--- src/rtl/smaqa_iter_unit_pkg.sv ---
// Shared types and constants for the iterative SMAQA functional unit.
package smaqa_iter_unit_pkg;

   localparam int unsigned XLEN          = 32;
   localparam int unsigned TRANS_ID_BITS = 3;
   localparam int unsigned BYTE_W        = 8;
   localparam int unsigned PROD_W        = 2 * BYTE_W;
   localparam int unsigned NUM_LANES     = XLEN / BYTE_W;
   localparam int unsigned LANE_IDX_W    = 2;

   // Subset of the core configuration this unit depends on.
   typedef struct packed {
      int unsigned xlen;
   } cva6_cfg_t;

   localparam cva6_cfg_t CVA6_CFG = '{xlen: 32};

   // Functional-unit operations visible on the issue port.
   typedef enum logic [3:0] {
      ADD   = 4'd0,
      SUB   = 4'd1,
      MUL   = 4'd2,
      SMAQA = 4'd3
   } fu_op;

   typedef enum logic [1:0] {
      SMAQA_IDLE = 2'd0,
      SMAQA_BUSY = 2'd1,
      SMAQA_DONE = 2'd2
   } smaqa_state_e;

   // Operands and id captured at accept time.
   typedef struct packed {
      logic [XLEN-1:0]          a;
      logic [XLEN-1:0]          b;
      logic [TRANS_ID_BITS-1:0] trans_id;
   } smaqa_req_t;

   // Select signed byte lane idx of a packed word.
   function automatic logic [BYTE_W-1:0] lane_byte(input logic [XLEN-1:0]       w,
                                                   input logic [LANE_IDX_W-1:0] idx);
      logic [BYTE_W-1:0] r;
      case (idx)
         2'd0:    r = w[7:0];
         2'd1:    r = w[15:8];
         2'd2:    r = w[23:16];
         default: r = w[31:24];
      endcase
      return r;
   endfunction

endpackage

--- src/rtl/smaqa_iter_unit_lane_mac.sv ---
// One SMAQA lane: signed 8x8 multiply, sign-extend, add to accumulator.
module smaqa_lane_mac
   import smaqa_iter_unit_pkg::*;
(
   input  logic [BYTE_W-1:0] a_i,
   input  logic [BYTE_W-1:0] b_i,
   input  logic [XLEN-1:0]   acc_i,
   output logic [XLEN-1:0]   acc_o
);

   logic signed [PROD_W-1:0] a_ext;
   logic signed [PROD_W-1:0] b_ext;
   logic signed [PROD_W-1:0] prod;

   // Both bytes widened to the product width so the product cannot overflow.
   always_comb begin
      a_ext = {{BYTE_W{a_i[BYTE_W-1]}}, a_i};
      b_ext = {{BYTE_W{b_i[BYTE_W-1]}}, b_i};
      prod  = a_ext * b_ext;
      acc_o = acc_i + {{(XLEN-PROD_W){prod[PROD_W-1]}}, prod};
   end

endmodule

--- src/rtl/smaqa_iter_unit.sv ---
// Iterative SMAQA unit: rd + sum of four signed byte products, one lane per cycle.
module smaqa_iter_unit
   import smaqa_iter_unit_pkg::*;
#(
   parameter cva6_cfg_t CVA6Cfg = CVA6_CFG
) (
   input  logic                     clk_i,
   input  logic                     rst_ni,
   input  logic                     flush_i,
   input  logic [TRANS_ID_BITS-1:0] trans_id_i,
   input  logic                     valid_i,
   input  fu_op                     operation_i,
   input  logic [XLEN-1:0]          operand_a_i,
   input  logic [XLEN-1:0]          operand_b_i,
   input  logic [XLEN-1:0]          operand_c_i,
   output logic                     ready_o,
   output logic                     valid_o,
   output logic [XLEN-1:0]          result_o,
   output logic [TRANS_ID_BITS-1:0] trans_id_o
);

   if (CVA6Cfg.xlen != 32) begin : gen_xlen_chk
      $error("smaqa_iter_unit supports XLEN == 32 only");
   end

   smaqa_state_e             state_q, state_d;
   smaqa_req_t               req_q, req_d;
   logic [XLEN-1:0]          acc_q, acc_d;
   logic [LANE_IDX_W-1:0]    cnt_q, cnt_d;
   logic [XLEN-1:0]          res_q, res_d;
   logic [TRANS_ID_BITS-1:0] tid_q, tid_d;

   logic                     accept;
   logic                     last_lane;
   logic [XLEN-1:0]          mac_acc;

   // Handshake: busy or flushing blocks new requests; flush masks a pending result.
   assign ready_o   = (state_q != SMAQA_BUSY) && !flush_i;
   assign accept    = valid_i && ready_o && (operation_i == SMAQA);
   assign valid_o   = (state_q == SMAQA_DONE) && !flush_i;
   assign last_lane = (cnt_q == LANE_IDX_W'(NUM_LANES - 1));
   assign result_o  = res_q;
   assign trans_id_o = tid_q;

   smaqa_lane_mac i_lane_mac (
      .a_i   (lane_byte(req_q.a, cnt_q)),
      .b_i   (lane_byte(req_q.b, cnt_q)),
      .acc_i (acc_q),
      .acc_o (mac_acc)
   );

   // Next-state and datapath update.
   always_comb begin
      state_d = state_q;
      req_d   = req_q;
      acc_d   = acc_q;
      cnt_d   = cnt_q;
      res_d   = res_q;
      tid_d   = tid_q;

      case (state_q)
         SMAQA_IDLE: begin
            if (accept) state_d = SMAQA_BUSY;
         end
         SMAQA_BUSY: begin
            if (flush_i) begin
               state_d = SMAQA_IDLE;
            end else begin
               acc_d = mac_acc;
               cnt_d = cnt_q + LANE_IDX_W'(1);
               if (last_lane) begin
                  state_d = SMAQA_DONE;
                  res_d   = mac_acc;
                  tid_d   = req_q.trans_id;
               end
            end
         end
         SMAQA_DONE: begin
            state_d = accept ? SMAQA_BUSY : SMAQA_IDLE;
         end
         default: state_d = SMAQA_IDLE;
      endcase

      if (accept) begin
         req_d.a        = operand_a_i;
         req_d.b        = operand_b_i;
         req_d.trans_id = trans_id_i;
         acc_d          = operand_c_i;
         cnt_d          = '0;
      end
   end

   // State and datapath registers with synchronous reset.
   always_ff @(posedge clk_i) begin
      if (!rst_ni) begin
         state_q <= SMAQA_IDLE;
         req_q   <= '0;
         acc_q   <= '0;
         cnt_q   <= '0;
         res_q   <= '0;
         tid_q   <= '0;
      end else begin
         state_q <= state_d;
         req_q   <= req_d;
         acc_q   <= acc_d;
         cnt_q   <= cnt_d;
         res_q   <= res_d;
         tid_q   <= tid_d;
      end
   end

endmodule

--- config.mk ---
export PLATFORM = sky130hd
export DESIGN_NAME = smaqa_iter_unit
export DESIGN_NICKNAME = d
export VERILOG_FILES = /design/src/rtl/smaqa_iter_unit_pkg.sv /design/src/rtl/smaqa_iter_unit_lane_mac.sv /design/src/rtl/smaqa_iter_unit.sv
export SDC_FILE = /design/constraint.sdc
export NUM_CORES = 1
export LEC_CHECK = 0
export CAP_MARGIN = 40
export CORE_MARGIN = 4
export CORE_UTILIZATION = 40
export DETAILED_ROUTE_END_ITERATION = 8
export HOLD_SLACK_MARGIN = 0.05
export MAX_ROUTING_LAYER = met4
export PLACE_DENSITY = 0.71
export REMOVE_ABC_BUFFERS = 1
export SLEW_MARGIN = 20
export SYNTH_ARGS = -nofsm -noshare
export SYNTH_HDL_FRONTEND = slang
export SYNTH_HIERARCHICAL = 1
export SYNTH_SLANG_ARGS = --single-unit
--- constraint.sdc ---
create_clock -name clk_i -period 8 [get_ports clk_i]
set_clock_uncertainty 0.05 [all_clocks]
set_input_delay 2.4 -clock clk_i [delete_from_list [all_inputs] [get_ports clk_i]]
set_output_delay 2.4 -clock clk_i [all_outputs]
set_load 0.01 [all_outputs]
-- After elaboration in Yosys (flattened, before gate mapping)
Cells that the tools add are included.
- register bits: 138
- input bits: 107
- add/sub/neg operators: 2
- $mul: 1
- equality and inequality tests: 10
- multiplexer cells: 10
- bitwise operators: 2
- reduce and logical (&&, ||, !) cells: 13
- operators by type and width (operator ; count):
    2-to-1 mux 32 bit ; 3
    one-hot mux 8 bit (3 select lines) ; 2
    adder 32 bit ; 1
    multiplier 8 x 8 -> 16 bit ; 1
    == test 2 bit (second input constant) ; 3
    2-to-1 mux 2 bit ; 3
    one-hot mux 2 bit (3 select lines) ; 1
    AND reduction 2 bit ; 3
    == test 2 x 1 -> 1 bit (second input constant) ; 2
    == test 4 x 2 -> 1 bit (second input constant) ; 1
    logical AND 1 bit ; 4
    logical NOT 2 bit ; 2
    != test 2 x 1 -> 1 bit (second input constant) ; 2
    != test 3 bit (second input constant) ; 1
    AND reduction 3 bit ; 1
    adder 2 x 1 -> 2 bit (second input constant) ; 1
    != test 2 bit (second input constant) ; 1
    inverter 1 bit ; 2
    nonzero test 2 bit ; 1
    OR reduction 2 bit ; 1
    logical NOT 1 bit ; 1
    2-to-1 mux 1 bit ; 1

-- Longest topological paths before layout
Gate-level depths: netlist of the first run.
- depth after elaboration: 7
- mapped depth: 34
- mapped depth without buffers: 33

-- Cells and area by module
Netlist of the first run, hierarchy kept.
- by module, submodules not included (module ; times used ; cells each ; area an instance (um^2) ; sequential area each (um^2)):
    smaqa_iter_unit ; 1 ; 743 ; 6239.7 ; 2762.6
    smaqa_lane_mac ; 1 ; 497 ; 4075.2 ; 0.0

-- Worst setup path after synthesis of the first run
OpenSTA, ideal clock, no wires.
- path kind: register -> register
- start: register cnt_q[1]
- end: register acc_q[29]
- arrival: 7.935 ns
- data required time: 7.876 ns
- slack: -0.059 ns
- stages on the path, launching flop included: 31
- buffers on the path: 2
- period minus slack after synthesis: 8.059 ns
- cell sequence: dfxtp_1 ha_1 clkbuf_1 buf_1 mux2i_1 nand2b_1 fa_1 fa_1 inv_1 fa_1 inv_1 fa_1 inv_1 ha_1 o21ai_0 o21ai_0 nand4_1 nand3_1 o41ai_1 xnor2_1 ha_1 a21oi_1 o211ai_1 a2111o_1 o211ai_2 a31oi_1 a21o_1 a21oi_2 xnor2_1 nand2_1 a31oi_1
- longest elaborated chain between the ends: 7
- elaborated cells on any way between the ends: 10
- classes of those cells: add/sub (1); mul (1); eq/ne (2); mux (5); reduce/logical (1)
- RTL lines (item ; line ; text):
    from (decl) ; smaqa_iter_unit.sv:29 ; logic [LANE_IDX_W-1:0] cnt_q, cnt_d;
    from (signal assigned) ; smaqa_iter_unit.sv:106 ; cnt_q <= cnt_d;
    == test 2 bit (tied with other cells) ; smaqa_iter_unit_pkg.sv:43 ; case (idx)
    one-hot mux 8 bit (3 select lines) ; smaqa_iter_unit_pkg.sv:43 ;
    multiplier 8 x 8 -> 16 bit * ; smaqa_iter_unit_lane_mac.sv:19 ; prod = a_ext * b_ext;
    adder 32 bit * ; smaqa_iter_unit_lane_mac.sv:20 ; acc_o = acc_i + {{(XLEN-PROD_W){prod[PROD_W-1]}}, prod};
    named net mac_acc[29] ; smaqa_iter_unit.sv:35 ; logic [XLEN-1:0] mac_acc;
    2-to-1 mux 32 bit * ; smaqa_iter_unit.sv:66 ; if (flush_i) begin
    2-to-1 mux 32 bit * ; smaqa_iter_unit.sv:61 ; case (state_q)
    2-to-1 mux 32 bit * ; smaqa_iter_unit.sv:84 ; if (accept) begin
    to (signal assigned) ; smaqa_iter_unit.sv:98 ; acc_q <= '0;
    to (signal assigned) ; smaqa_iter_unit.sv:105 ; acc_q <= acc_d;
    to (decl) ; smaqa_iter_unit.sv:28 ; logic [XLEN-1:0] acc_q, acc_d;
Mark *: on every way through the listed nets, which the timed path passes. The rest lies on a longest branch. The select of a mux whose other input is x is not followed.
A chain may end at the register's enable or synchronous reset.

-- Worst setup path after layout of the first run
- start: register cnt_q[0]
- end: register acc_q[31]
Same word-level chain as after synthesis.

==> flow_metrics.env, run 1 <==
export IMPL_outcome="completed"
export IMPL_die_w_microns=169
export IMPL_regArea_sq_um=2770
export IMPL_wl_per_cell_microns=17.4
export IMPL_setup_viol=0
export IMPL_yosysMostFrequentCell="nand2_1"
export IMPL_clock_latency_ns=0.43
export IMPL_clkPwrFrac_pct=49.3
export IMPL_crit_fanout=6
export IMPL_drt_iter0_markers=813
export IMPL_synthMuxAreaShare_pct=1.77
export IMPL_hold_depth=2
export IMPL_synth_top_family_by_area="compound AO/OA/AOI/OAI gates"
export IMPL_hold_class="reg -> reg"
export IMPL_cp_common_cell="buf_4"
export IMPL_peakVddDrop_mv=0.118
export IMPL_maxSlewViolCount=0
export IMPL_grt_pass1_vias=9211
export IMPL_pin_count=144
export IMPL_antenna_cells=0
export IMPL_period_share_pct=97.0
export IMPL_clock_fmax_mhz=129
export IMPL_ant_nets=0
export IMPL_antenna_found_initial=0
export IMPL_die_y_microns=169
export IMPL_max_cap_violations=0
export IMPL_hold_viol=0
export IMPL_syn_area_sq_um=10300
export IMPL_start_kind="register"
export IMPL_synth_distinct_cells=65
export IMPL_yosys_area_top_type="dfxtp_1"
export IMPL_final_nets=1601
export IMPL_fin_crit_ns=7.76
export IMPL_h_tree_depth=4
export IMPL_worst_pin_slew_ns=0.810
export IMPL_power_density_nw_per_um2=124
export IMPL_ff2ff_path_depth=33
export IMPL_met3_usage_pct=2.87
export IMPL_place_gp_congestion=0.883
export IMPL_async_flop_share_pct=0
export IMPL_core_sq_um=25300
export IMPL_gr_total_overflow=0
export IMPL_grt_pass1_wl_microns=48000
export IMPL_synth_top_area_share_pct=26.8
export IMPL_start_util_pct=40.8
export IMPL_synthAdderAreaFrac_pct=19.0
export IMPL_cts_buffer_depth=2
export IMPL_clkTransAtPathRegs_ns=0.06
export IMPL_placed_cells=1660
export IMPL_ys_seq_elements=138
export IMPL_layout_drive_gt1_share_pct=11.8
export IMPL_synth_top_cells_by_area="dfxtp_1, fa_1, ha_1"
export IMPL_place_area_sq_um=12200
export IMPL_grt_max_degree=76
export IMPL_stdcell_count=1714
export IMPL_p_sw_mw=0.425
export IMPL_cp_data_required_time_ns=8.29
export IMPL_routed_wl_microns=29900
export IMPL_synth_area_per_cell_sq_um=8.32
export IMPL_critPathSlowestCell="fa_1"
export IMPL_clk_root_buffer_cell="clkbuf_16"
export IMPL_die_area_sq_um=28400
export IMPL_combPwrFrac_pct=8.2
export IMPL_p_seq_share_pct=42.5
export IMPL_synth_edff_count=0
export IMPL_synth_ff_type="dfxtp_1"
export IMPL_grt_total_usage_pct=21.1
export IMPL_cts_tree="yes"
export IMPL_rsz0062_at_grt="yes"
export IMPL_via_per_inst=5.61
export IMPL_arrival_ns=8.05
export IMPL_yosys_area_share_simple_pct=17.6
export IMPL_dp_hpwl_microns=21200
export IMPL_fillers=2356
export IMPL_leakagePower_nw=5.20
export IMPL_timing_worst_setup_path_type="reg -> reg"
export IMPL_route_detailed_drc=0
export IMPL_syn_inst=1240
export IMPL_vias=9607
export IMPL_rows=58
export IMPL_p_int_mw=1.21
export IMPL_max_slew_margin_pct=46.0
export IMPL_p_sw_share_pct=26.0
export IMPL_busiest_layer="met2"
export IMPL_total_power_mw=1.63
export IMPL_end_kind="register"
export IMPL_dr_pass1_iters=6
export IMPL_cts_buffers=17
export IMPL_design_area_sq_um=13100
export IMPL_slowest_delay_ns=0.55
export IMPL_hold_slack_ns=0.403
export IMPL_yosysSeqAreaShare_pct=26.8
export IMPL_multiInputGateArea_sq_um=6980
export IMPL_port_buffer_count=143
export IMPL_synth_xor_area_share_pct=3.82
export IMPL_yosysWarningCount=6
export IMPL_use_met2_pct=33.2
export IMPL_grt_use_met1_pct=29.1
export IMPL_ys_top_cells_by_count="nand2_1, dfxtp_1, a21oi_1"
export IMPL_synth_compound_area_share_pct=23.2
export IMPL_cts_sinks=138
export IMPL_synthToLayoutAreaGrowth_pct=27.4
## stage by stage
step | setup slack (ns) | setup TNS (ns) | utilization (%)
floorplan | 0.158 | 0 | -
global placement | -0.147 | -0.273 | 48.1
detailed placement | -0.321 | -1.48 | 48.3
CTS | 0.0541 | 0 | 50.8
global route | -0.0897 | -0.218 | 52.1
finish | 0.242 | 0 | 52.1
## cells by family after synthesis
logic type / count (synthesis)
simple gates: 360
compound gates: 351
buf+inv: 205
flops: 138
fa+ha+maj: 123
xor+xnor: 45
mux: 18
## per-layer routing
layer | vias to the layer above | routed length [microns]
li1 | 4698 | -
met1 | 4660 | 14200
met2 | 226 | 14300
met3 | 23 | 1100
met4 | 0 | 327
met5 | - | 0
## registers in the layout (all words and copies together) (netlist names)
signal	count
result_o	32
cnt_q	2
state_q	2
acc_q	32
trans_id_o	3
req_q	67
## cell usage in the layout, fill, tap and decap left out, types with 8 or more instances in the layout
cell               n
o31ai_2           10
ha_1              62
nand2_1          159
o21ai_0           15
fa_1              56
nand4_1           69
a31oi_1           33
inv_1            106
xor2_1            13
nor2_1            22
xnor2_1           31
a21o_1            17
a21oi_1          129
nand3_1            8
a222oi_1          16
and3_1             8
clkdlybuf4s50_1  143
o31ai_1           57
o41ai_1           32
mux2i_2           10
clkbuf_16         17
dfxtp_1          136
buf_4             59
nor2b_1           10
and2_1            43
## worst paths after layout
path	slack, ns	start	to
worst max-delay path	0.24	cnt_q[0]	acc_q[31]
worst max register to register	0.24	cnt_q[0]	acc_q[31]
worst min-delay path	0.40	result_o[11]	result_o[11]
worst min register to register	0.40	result_o[11]	result_o[11]
## repair_timing
item	in CTS	in global routing
hold buffers	0	0
pin swaps	1	17
gates resized for setup	8	39
setup buffers	2	20
endpoints found under the hold margin	0	0
setup endpoints to repair	11	26
## power groups by stage
stage          Sequential, mW  Combinational, mW  Clock, mW
2_1_floorplan           0.709             0.0479          0
3_3_place_gp            0.710              0.128          0
3_5_place_dp            0.710              0.130          0
4_1_cts                 0.694              0.132      0.820
5_1_grt                 0.694              0.144      0.847
6_report                0.694              0.134      0.805
## critical path: cells and delay by family, from the launching register on
family / cells / cell delay, ns
adder cells (fa/ha/maj): 7 / 2.75
AO/OA/AOI/OAI: 8 / 1.95
buffers and inverters: 8 / 0.99
AND/OR/NAND/NOR: 7 / 0.98
flip-flops: 1 / 0.38
XOR/XNOR: 2 / 0.38
multiplexers: 1 / 0.19
## cell type report
cell class	instances	area share, %
clock buffers	18	3.34
clock inverters	14	1.13
inverters	110	3.15
multi-input cells	897	53.1
flip-flops and latches	138	21.1
well taps	330	3.14
repair buffers	207	15.1
Note: power is estimated with default switching activity, not from simulation.
==> run 2: changes to the inputs <==
--- a/config.mk
+++ b/config.mk
@@ -5,13 +5,14 @@
 export SDC_FILE = /design/constraint.sdc
 export NUM_CORES = 1
 export LEC_CHECK = 0
+export ABC_AREA = 1
 export CAP_MARGIN = 40
 export CORE_MARGIN = 4
 export CORE_UTILIZATION = 40
 export DETAILED_ROUTE_END_ITERATION = 8
 export HOLD_SLACK_MARGIN = 0.05
 export MAX_ROUTING_LAYER = met4
-export PLACE_DENSITY = 0.71
+export PLACE_DENSITY = 0.7
 export REMOVE_ABC_BUFFERS = 1
 export SLEW_MARGIN = 20
 export SYNTH_ARGS = -nofsm -noshare
==> constraint.sdc (replaced) <==
create_clock -name clk_i -period 6.3 [get_ports clk_i]
set_clock_uncertainty 0.05 [all_clocks]
set_input_delay 1.89 -clock clk_i [delete_from_list [all_inputs] [get_ports clk_i]]
set_output_delay 1.89 -clock clk_i [all_outputs]
set_load 0.01 [all_outputs]
==> run 2 against run 1 <==
Net effect:
- the run now ends with negative setup slack left
- clock power increased by 24%
- final cell count up 35%
- via count grew 22%
- worst setup slack lost 0.63 ns
- core utilization increased by 11 points
- synthesized cell count is 33% higher
- combinational power rose by 53%
- non-clock buffer count grew 176
- routed wire length increased by 23%
- largest power group unchanged
==> flow_metrics.env, run 2 <==
export IMPL_grt_pass1_wl_microns=58300
export IMPL_use_met2_pct=38.4
export IMPL_ys_seq_elements=138
export IMPL_multiInputGateArea_sq_um=8300
export IMPL_total_power_mw=2.10
export IMPL_period_share_pct=106
export IMPL_crit_fanout=7
export IMPL_fin_crit_ns=6.69
export IMPL_vias=11713
export IMPL_grt_use_met1_pct=34.4
export IMPL_die_w_microns=172
export IMPL_layout_drive_gt1_share_pct=29.2
export IMPL_layout_setup_ws_ns=-0.386
export IMPL_clock_fmax_mhz=150
export IMPL_stdcell_count=2318
export IMPL_hold_slack_ns=0.445
export IMPL_synth_distinct_cells=37
export IMPL_final_common_cell="nor2_1"
export IMPL_dr_pass1_iters=5
export IMPL_ys_top_cells_by_count="nor2_1, nand2_1, inv_1"
export IMPL_syn_area_sq_um=10800
export IMPL_yosysSeqAreaShare_pct=25.7
export IMPL_hold_viol=0
export IMPL_cts_sinks=138
export IMPL_syn_inst=1650
export IMPL_regMostFlops="req_q"
export IMPL_routed_wl_microns=36800
export IMPL_setup_viol=40
export IMPL_drt_iter0_markers=905
export IMPL_clkTransAtPathRegs_ns=0.07
export IMPL_max_slew_margin_pct=50.9
export IMPL_critPathBufInv=11
export IMPL_slowest_delay_ns=0.56
export IMPL_ant_nets=0
export IMPL_synth_area_per_cell_sq_um=6.52
export IMPL_cp_data_required_time_ns=6.57
export IMPL_fillers=2178
export IMPL_power_density_nw_per_um2=126
export IMPL_async_flop_share_pct=0
export IMPL_synth_top_area_share_pct=25.7
export IMPL_grt_total_usage_pct=25.0
export IMPL_cts_tree="yes"
export IMPL_die_y_microns=172
export IMPL_rows=59
export IMPL_h_tree_depth=4
export IMPL_timing_worst_setup_path_type="reg -> reg"
export IMPL_synthToLayoutAreaGrowth_pct=54.4
export IMPL_yosys_area_top_type="dfxtp_1"
export IMPL_die_area_sq_um=29600
export IMPL_start_util_pct=40.9
export IMPL_gr_total_overflow=0
export IMPL_rsz0062_at_grt="yes"
export IMPL_antenna_found_initial=1
export IMPL_peakVddDrop_mv=0.143
export IMPL_start_kind="register"
export IMPL_largest_reg_flops=67
export IMPL_clock_latency_ns=0.43
export IMPL_regArea_sq_um=2770
export IMPL_final_nets=2199
export IMPL_clk_root_buffer_cell="clkbuf_16"
export IMPL_pin_count=144
export IMPL_synth_ff_type="dfxtp_1"
export IMPL_worst_pin_slew_ns=0.736
export IMPL_grt_max_degree=79
export IMPL_dp_hpwl_microns=24300
export IMPL_fin_util_pct=63.2
export IMPL_hold_class="reg -> reg"
export IMPL_yosysMostFrequentCell="nor2_1"
export IMPL_cts_buffers=17
export IMPL_cts_buffer_depth=2
export IMPL_core_sq_um=26300
export IMPL_outcome="finished, violations left"
export IMPL_route_detailed_drc=0
export IMPL_critPathSlowestCell="fa_1"
export IMPL_violations="negative setup slack"
export IMPL_synth_top_cells_by_area="dfxtp_1, nor2_1, fa_1"
export IMPL_synth_edff_count=0
export IMPL_port_buffer_count=143
export IMPL_mostFrequentLayoutCells="nor2_1, inv_1, nand2_1"
export IMPL_via_per_inst=5.05
export IMPL_path_delay_family="adder cells"
export IMPL_maxSlewViolCount=0
export IMPL_placed_cells=2210
export IMPL_yosysWarningCount=6
export IMPL_busiest_layer="met2"
export IMPL_place_gp_congestion=0.972
export IMPL_arrival_ns=6.96
export IMPL_setup_tns_final_ns=-8.59
export IMPL_wl_per_cell_microns=15.9
export IMPL_end_kind="register"
export IMPL_met3_usage_pct=4.41
export IMPL_max_cap_violations=0
export IMPL_grt_pass1_vias=11691
export IMPL_leakagePower_nw=8.43
-- run 2: path summary, 6_finish.rpt --
check,end,startpoint,depth (start not counted),slack (ns)
worst max-delay path,acc_q[27],cnt_q[0],40,-0.39
worst min-delay path,trans_id_o[1],req_q[1],2,0.45
worst max register to register,acc_q[27],cnt_q[0],40,-0.39
worst min register to register,trans_id_o[1],req_q[1],2,0.45
-- run 2: layer usage --
metal  share of wire [%]  vias up
met4                 1.4        0
met5                   0        -
met3                 5.4       43
met1                  46     5525
met2                  47      371
li1                    -     5774
-- run 2: cell families (layout without fill, tap and decap cells) --
family / after synthesis / in the layout / share of synthesized area (%)
XOR/XNOR: 32 / 32 / 2.61
buffers and inverters: 348 / 680 / 12.5
adder cells (fa/ha/maj): 123 / 123 / 18.2
flip-flops: 138 / 138 / 25.7
other: 0 / 1 / 0
AND/OR/NAND/NOR: 759 / 759 / 28.6
AO/OA/AOI/OAI: 250 / 250 / 12.3
-- run 2: final cells by class --
type | count | share of cell area (%)
diodes | 1 | 0.0151
flip-flops and latches | 138 | 16.7
clock buffers | 17 | 2.56
clock inverters | 15 | 0.852
repair buffers | 383 | 21.3
inverters | 265 | 6.07
multi-input cells | 1164 | 50.0
well taps | 335 | 2.53
-- run 2: timing repair --
action                     4_1_cts  5_1_grt
setup endpoints to repair       48       48
pin swaps                      140      127
cloned                           5        0
gates resized for setup        281      154
hold endpoints to repair         0        0
buffers inserted                47       28
hold buffers                     0        0
-- run 2: worst reg2reg max path, delay by kind of cell, from the launching register on --
family                   cells  cell delay [ns]
AO/OA/AOI/OAI                3             0.52
buffers and inverters       11             1.07
flip-flops                   1             0.34
adder cells (fa/ha/maj)      7             2.88
AND/OR/NAND/NOR             19             1.77
-- run 2: metrics by stage --
step / area [sq um] / worst slack (ns)
finish: 16600 / -0.386
global route: 16600 / -0.636
CTS: 15900 / -0.163
detailed placement: 13600 / -0.744
global placement: 13500 / -0.664
floorplan: 10400 / -0.696
-- run 2: power breakdown --
part           leakage [nW]  switching, mW  internal (mW)  total (mW)
clock                 0.275          0.475          0.526        1.00
sequential             1.11        0.00855          0.881       0.890
combinational          7.04         0.0915          0.113       0.205
